**config.mk**
```make
export PLATFORM = sky130hd
export DESIGN_NAME = seg_pipe_adder
export DESIGN_NICKNAME = d
export VERILOG_FILES = /design/src/rtl/seg_pipe_adder_pkg.sv /design/src/rtl/seg_add_stage.sv /design/src/rtl/seg_pipe_adder.sv
export SDC_FILE = /design/constraint.sdc
export NUM_CORES = 1
export LEC_CHECK = 0
export CAP_MARGIN = 20
export CORE_ASPECT_RATIO = 0.7
export CORE_MARGIN = 8
export CORE_UTILIZATION = 49
export CTS_CLUSTER_DIAMETER = 100
export DETAILED_ROUTE_END_ITERATION = 12
export PLACE_DENSITY = 0.78
export SYNTH_ARGS = -nofsm -noshare
export SYNTH_HDL_FRONTEND = slang
export SYNTH_HIERARCHICAL = 1
export SYNTH_SLANG_ARGS = --single-unit
```
**constraint.sdc**
```tcl
create_clock -name clk -period 2.05 [get_ports clk]
set_clock_uncertainty 0.1 [all_clocks]
set_input_delay 0.5125 -clock clk [delete_from_list [all_inputs] [get_ports clk]]
set_output_delay 0.5125 -clock clk [all_outputs]
set_load 0.03 [all_outputs]
```
**src/rtl/seg_pipe_adder_pkg.sv**
```systemverilog
// Shared configuration helpers for the segmented pipelined adder:
// stage count, geometry check and the result reset value.
package seg_pipe_adder_pkg;

   localparam logic RESULT_RESET_BIT = 1'b0;

   function automatic int calc_stages(input int width, input int seg);
      return width / seg;
   endfunction

   function automatic bit seg_cfg_ok(input int width, input int seg);
      return (seg > 0) && (width >= seg) && ((width % seg) == 0);
   endfunction

endpackage

```
**src/rtl/seg_add_stage.sv**
```systemverilog
// Combinational SEG-bit ripple-carry segment. It also exposes the carry into
// its MSB so the top segment can form two's-complement overflow.
module seg_add_stage
   import seg_pipe_adder_pkg::*;
#(
   parameter int SEG = 4
) (
   input  logic [SEG-1:0] a,
   input  logic [SEG-1:0] b,
   input  logic           cin,
   output logic [SEG-1:0] sum,
   output logic           cout,
   output logic           c_msb
);

   logic [SEG:0] c;

   always_comb begin
      c    = '0;
      sum  = '0;
      c[0] = cin;
      for (int i = 0; i < SEG; i++) begin
         sum[i]   = a[i] ^ b[i] ^ c[i];
         c[i + 1] = (a[i] & b[i]) | (c[i] & (a[i] ^ b[i]));
      end
   end

   assign cout  = c[SEG];
   assign c_msb = c[SEG-1];

endmodule

```
**src/rtl/seg_pipe_adder.sv**
```systemverilog
// Pipelined add/subtract unit: one SEG-bit ripple segment per stage, with a
// global-stall valid/ready handshake around the whole pipe.
module seg_pipe_adder
   import seg_pipe_adder_pkg::*;
#(
   parameter int WIDTH = 16,
   parameter int SEG   = 4
) (
   input  logic             clk,
   input  logic             rst,
   input  logic             in_valid,
   output logic             in_ready,
   input  logic [WIDTH-1:0] in_a,
   input  logic [WIDTH-1:0] in_b,
   input  logic             in_cin,
   input  logic             in_sub,
   output logic             out_valid,
   input  logic             out_ready,
   output logic [WIDTH-1:0] out_sum,
   output logic             out_c,
   output logic             out_v
);

   localparam int STAGES = calc_stages(WIDTH, SEG);

   if (!seg_cfg_ok(WIDTH, SEG)) begin : g_bad_cfg
      $error("seg_pipe_adder: WIDTH must be a positive multiple of SEG");
   end

   logic             adv;
   logic [WIDTH-1:0] eff_b;
   logic             eff_cin;
   logic             ovf_q;

   // Subtraction is A + ~B + 1, so the caller's carry-in is overridden.
   assign adv      = !out_valid | out_ready;
   assign in_ready = adv;
   assign eff_b    = in_sub ? ~in_b : in_b;
   assign eff_cin  = in_sub | in_cin;

   for (genvar k = 0; k < STAGES; k++) begin : g_stg
      localparam int OPW  = (STAGES - k) * SEG;
      localparam int SUMW = (k + 1) * SEG;

      logic [OPW-1:0]  a_op;
      logic [OPW-1:0]  b_op;
      logic            c_in;
      logic            v_in;
      logic [SUMW-1:0] sum_d;
      logic [SEG-1:0]  s;
      logic            c_out;
      logic            c_msb;
      logic            v_q;
      logic            c_q;
      logic [SUMW-1:0] sum_q;

      if (k == 0) begin : g_head
         assign a_op  = in_a;
         assign b_op  = eff_b;
         assign c_in  = eff_cin;
         assign v_in  = in_valid;
         assign sum_d = s;
      end else begin : g_body
         // Skew registers carry only the not-yet-consumed upper segments.
         always_ff @(posedge clk) begin
            if (adv) begin
               a_op <= g_stg[k-1].a_op[OPW+SEG-1:SEG];
               b_op <= g_stg[k-1].b_op[OPW+SEG-1:SEG];
            end
         end

         assign c_in  = g_stg[k-1].c_q;
         assign v_in  = g_stg[k-1].v_q;
         assign sum_d = {s, g_stg[k-1].sum_q};
      end

      seg_add_stage #(.SEG(SEG)) u_add (
         .a     (a_op[SEG-1:0]),
         .b     (b_op[SEG-1:0]),
         .cin   (c_in),
         .sum   (s),
         .cout  (c_out),
         .c_msb (c_msb)
      );

      always_ff @(posedge clk or posedge rst) begin
         if (rst) begin
            v_q   <= 1'b0;
            c_q   <= RESULT_RESET_BIT;
            sum_q <= {SUMW{RESULT_RESET_BIT}};
         end else if (adv) begin
            v_q   <= v_in;
            c_q   <= c_out;
            sum_q <= sum_d;
         end
      end

      if (k == STAGES - 1) begin : g_tail
         always_ff @(posedge clk or posedge rst) begin
            if (rst) begin
               ovf_q <= RESULT_RESET_BIT;
            end else if (adv) begin
               ovf_q <= c_msb ^ c_out;
            end
         end
      end
   end

   assign out_valid = g_stg[STAGES-1].v_q;
   assign out_sum   = g_stg[STAGES-1].sum_q;
   assign out_c     = g_stg[STAGES-1].c_q;
   assign out_v     = ovf_q;

endmodule

```
After elaboration in Yosys (flattened, before gate mapping):

Index checks and enable logic that the tools add are counted.

* bits of input ports: 38
* output and inout bits: 20
* flip-flop bits (word level): 97
* logic and storage cells: 105

* reductions and logical operators: 1
* muxes and demuxes: 1
* bitwise gates (word level): 84

Operators by type and width (count)
* 1-bit XOR: 33
* 1-bit bitwise AND: 32
* 1-bit bitwise OR: 18
* 16-bit two-way mux: 1
* 16-bit NOT: 1
* 1-bit zero test: 1

Longest topological paths before layout:

* depth after elaboration: 11
* gate-level depth with buffers: 9
* mapped depth without buffers: 8

Cells and area by module:

The synthesis kept the hierarchy.

By module, submodules not included
* seg_pipe_adder: area an instance 3691.0 um^2, times used 1, sequential area each 2667.6 um^2, cells each 174
* seg_add_stage: area an instance 110.1 um^2, times used 4, sequential area each 0.0 um^2, cells each 12

Worst setup path after synthesis:

Ideal clock, no wire load.

* path kind: in2reg
* from: in in_sub
* to: reg g_stg[0].sum_q[3]
* data required time: 1825 ps
* stages on the path: 9
* buffers on the path: 1
* arrival: 2554 ps
* setup time: 125 ps
* setup slack: -729 ps
* cells stage by stage: buf_2 > xor2_1 > fa_1 > inv_1 > fa_1 > fa_1 > inv_1 > fa_1 > mux2_4

* word-level cells in the longest chain between the ends: 9
* elaborated cells between the ends (all ways): 16

RTL lines
* start: declaration: line seg_pipe_adder.sv:16 `input logic in_sub,`
* 16-bit two-way mux (*): line seg_pipe_adder.sv:38 `assign eff_b = in_sub ? ~in_b : in_b;`
* via eff_b[0]: line seg_pipe_adder.sv:31 `logic [WIDTH-1:0] eff_b;`
* 1-bit XOR: line seg_add_stage.sv:24 `c[i + 1] = (a[i] & b[i]) | (c[i] & (a[i] ^ b[i]));`
* 1-bit bitwise AND: line seg_add_stage.sv:24
* 1-bit bitwise OR (*): line seg_add_stage.sv:24
* 1-bit bitwise AND (*): line seg_add_stage.sv:24
* 1-bit bitwise OR (*): line seg_add_stage.sv:24
* 1-bit bitwise AND (*): line seg_add_stage.sv:24
* 1-bit bitwise OR (*): line seg_add_stage.sv:24
* via g_stg[0].c_msb: line seg_pipe_adder.sv:52 `logic c_msb;`
* 1-bit XOR (*): line seg_add_stage.sv:23 `sum[i] = a[i] ^ b[i] ^ c[i];`
* via g_stg[0].s[3]: line seg_pipe_adder.sv:50 `logic [SEG-1:0] s;`
* end signal: assignment: line seg_pipe_adder.sv:90 `sum_q <= {SUMW{RESULT_RESET_BIT}};`
* end signal: assignment: line seg_pipe_adder.sv:94 `sum_q <= sum_d;`
* end: declaration: line seg_pipe_adder.sv:55 `logic [SUMW-1:0] sum_q;`

The timed path passes the listed nets; every way through them passes the cells marked *.
A chain may end at the register's enable or synchronous reset.

Final worst setup path:

Ends and elaborated chain as after synthesis.

==> impl_metrics.env <==
export IMPL_outcome="finished with violations"
export IMPL_violations="setup timing"
export IMPL_drc=0
export IMPL_cts_buffer_depth=2
export IMPL_max_vdd_ir_drop_v=0.000703
export IMPL_r2r_cells=7
export IMPL_antenna_found_initial=0
export IMPL_dr_first_iter_drc_count=32
export IMPL_slew_headroom=0.778
export IMPL_yosysWarnings=6
export IMPL_synth_area_um2=4130
export IMPL_insertion_delay_ns=0.33
export IMPL_multi_input_area_um2=1260
export IMPL_tightestPinTransition_ns=0.332
export IMPL_synth_fp_nets=276
export IMPL_clock_sinks=97
export IMPL_grt_pass1_wl_um=10400
export IMPL_start_kind="input port"
export IMPL_total_power_w=0.00786
export IMPL_grt_max_degree=50
export IMPL_ys_seq_elements=97
export IMPL_avgSynthCellArea_um2=18.6
export IMPL_n_fill_cell=589
export IMPL_cts_buffers=9
export IMPL_async_reset_ff_frac=0.505
export IMPL_root_buffer="clkbuf_16"
export IMPL_rrSetupSlack_ns=-0.26
export IMPL_first_pass_iters=4
export IMPL_start_util=0.498
export IMPL_cts_tree="built"
export IMPL_worstHoldPathCells=0
export IMPL_final_cells=414
export IMPL_syn2layout_area_growth_pct=28.0
export IMPL_rr_startpoint="g_stg[0].c_q"
export IMPL_hp_start="g_stg[1].a_op[5]"
export IMPL_seq_area_um2=2670
export IMPL_via_per_inst=4.62
export IMPL_end_kind="register"
export IMPL_period_minus_slack_ns=2.35
export IMPL_period_share=1.15
export IMPL_nets=358
export IMPL_fin_ws_ns=-0.301
export IMPL_place_inst=395
export IMPL_total_leakage_power_nw=2.37
export IMPL_core_um2=8300
export IMPL_die_x_um=126
export IMPL_drv_cap=0
export IMPL_crit_path_max_fanout=4
export IMPL_slew_viol_final=0
export IMPL_htree_levels=3
export IMPL_drive_gt1_frac=0.385
export IMPL_grt_overflow=0
export IMPL_first_global_vias=2116
export IMPL_yosysMostFrequentCell="dfrtp_1"
export IMPL_synth_top_area_cell="edfxtp_1"
export IMPL_holdBufCountCts=0
export IMPL_rsz0062_at_grt="yes"
export IMPL_ys_flop_type="dfrtp_1"
export IMPL_grt_usage=0.115
export IMPL_num_rows=28
export IMPL_hold_viol_final=0
export IMPL_vias=1914
export IMPL_clock_fmax_ghz=0.425
export IMPL_wl_per_cell_um=15.0
export IMPL_ys_top_cells_by_count="49 x dfrtp_1, 48 x edfxtp_1, 48 x mux2_4"
export IMPL_port_buffers=57
export IMPL_clkSlewWorstSetupHoldPaths_ns=0.06
export IMPL_dp_hpwl_um=4600
export IMPL_setup_viol=10
export IMPL_r2r_end="g_stg[1].sum_q[7]"
export IMPL_arrival_ns=2.46
export IMPL_min_to="g_stg[2].a_op[1]"
export IMPL_p_per_area_nw_per_um2=1490
export IMPL_boundaryPins=58
export IMPL_ys_seq_area_frac=0.646
export IMPL_fp_dieH_um=92.8
export IMPL_finalWirelength_um=6210
export IMPL_synthTopCellsByArea="edfxtp_1 35%, dfrtp_1 30%, mux2_4 17%"
export IMPL_hold_path_class="register to register"
export IMPL_die_area_um2=11700
export IMPL_synth_top_area_frac=0.349
export IMPL_ys_types=13
export IMPL_antennaDiodeCount=0
export IMPL_synth_edff_count=48
export IMPL_worstPathRequired_ns=2.16
export IMPL_syn_instance_count=222
export IMPL_place_congestion=0.731
export IMPL_utilization=0.637
export IMPL_worstSetupPathType="input port to register"
export IMPL_ant_nets=0
[where the power goes]
part	leakage (nW)	total (W)	internal (W)	switching, W
clock network	0.143	0.00162	0.000944	0.000672
registers	1.05	0.00327	0.00287	0.000393
logic	1.18	0.00298	0.00176	0.00122
[layer usage]
metal,track usage,up-vias,wire length [um]
li1,-,899,-
met1,0.148,971,2990
met2,0.180,40,2890
met3,0.0436,4,293
met4,0.0359,0,44
met5,0,-,0
[worst max path at each step]
stage,from,end,depth (start not counted)
global placement,in_sub,g_stg[0].sum_q[3],9
detailed placement,in_sub,g_stg[0].sum_q[3],9
global route,in_sub,g_stg[0].sum_q[3],9
CTS,in_sub,g_stg[0].sum_q[3],9
floorplan,in_sub,g_stg[0].sum_q[3],9
finish,in_sub,g_stg[0].sum_q[3],9
[registers in the layout (all words and copies together), names as in the netlist]
signal / flops
g_stg.sum_q: 24
g_stg.a_op: 24
g_stg.b_op: 24
out_sum: 16
g_stg.c_q: 3
g_stg.v_q: 3
out_c: 1
out_v: 1
out_valid: 1
[layout make-up]
class / count / share of cell area
inverters: 33 / 0.0234
well taps: 105 / 0.0249
multi-input cells: 84 / 0.239
flip-flops and latches: 97 / 0.505
repair buffers: 79 / 0.152
clock buffers: 9 / 0.0426
clock inverters: 7 / 0.0133
[placed cells by master, fill, tap and decap left out, drive strengths merged]
cell type,Yosys,routed
dfrtp,49,49
mux2,48,48
edfxtp,48,48
clkdlybuf4s50,0,46
inv,33,34
buf,8,26
xor2,17,17
fa,16,16
clkbuf,0,9
dlymetal6s2s,0,5
clkinv,0,4
dlygate4sd2,0,2
nand2b,2,2
or2,1,1
bufinv,0,1
clkinvlp,0,1
[worst max-delay path: stages]
cell    delay, ns
buf_8        0.11
xor2_2       0.17
fa_2         0.23
inv_2        0.04
fa_2         0.35
fa_2         0.35
inv_2        0.07
fa_1         0.37
mux2_4       0.26
[metrics by stage]
stage	setup WS, ns	instance area, um2	hold slack [ns]	TNS [ns]
2_1_floorplan	-0.558	4190	0.300	-1.87
3_3_place_gp	-1.06	4950	0.300	-4.35
3_5_place_dp	-1.11	4950	0.305	-4.71
4_1_cts	-0.323	5260	0.320	-1.67
5_1_grt	-0.328	5290	0.321	-2.03
6_report	-0.301	5290	0.319	-1.54
[logic make-up (layout without fill, tap and decap cells)]
kind of cell	count (synthesis)	count (layout)	synth area share
AND/OR/NAND/NOR	3	3	0.00636
XOR/XNOR	17	17	0.0360
buffers and inverters	41	128	0.0600
flip-flops	97	97	0.646
adder cells (fa/ha/maj)	16	16	0.0775
multiplexers	48	48	0.174
[what timing repair did]
action | in CTS | in global routing
setup buffers | 1 | 2
gates resized for setup | 25 | 7
pin swaps | 7 | 2
setup endpoints to repair | 11 | 15
Note: power is estimated with default switching activity, not from simulation.
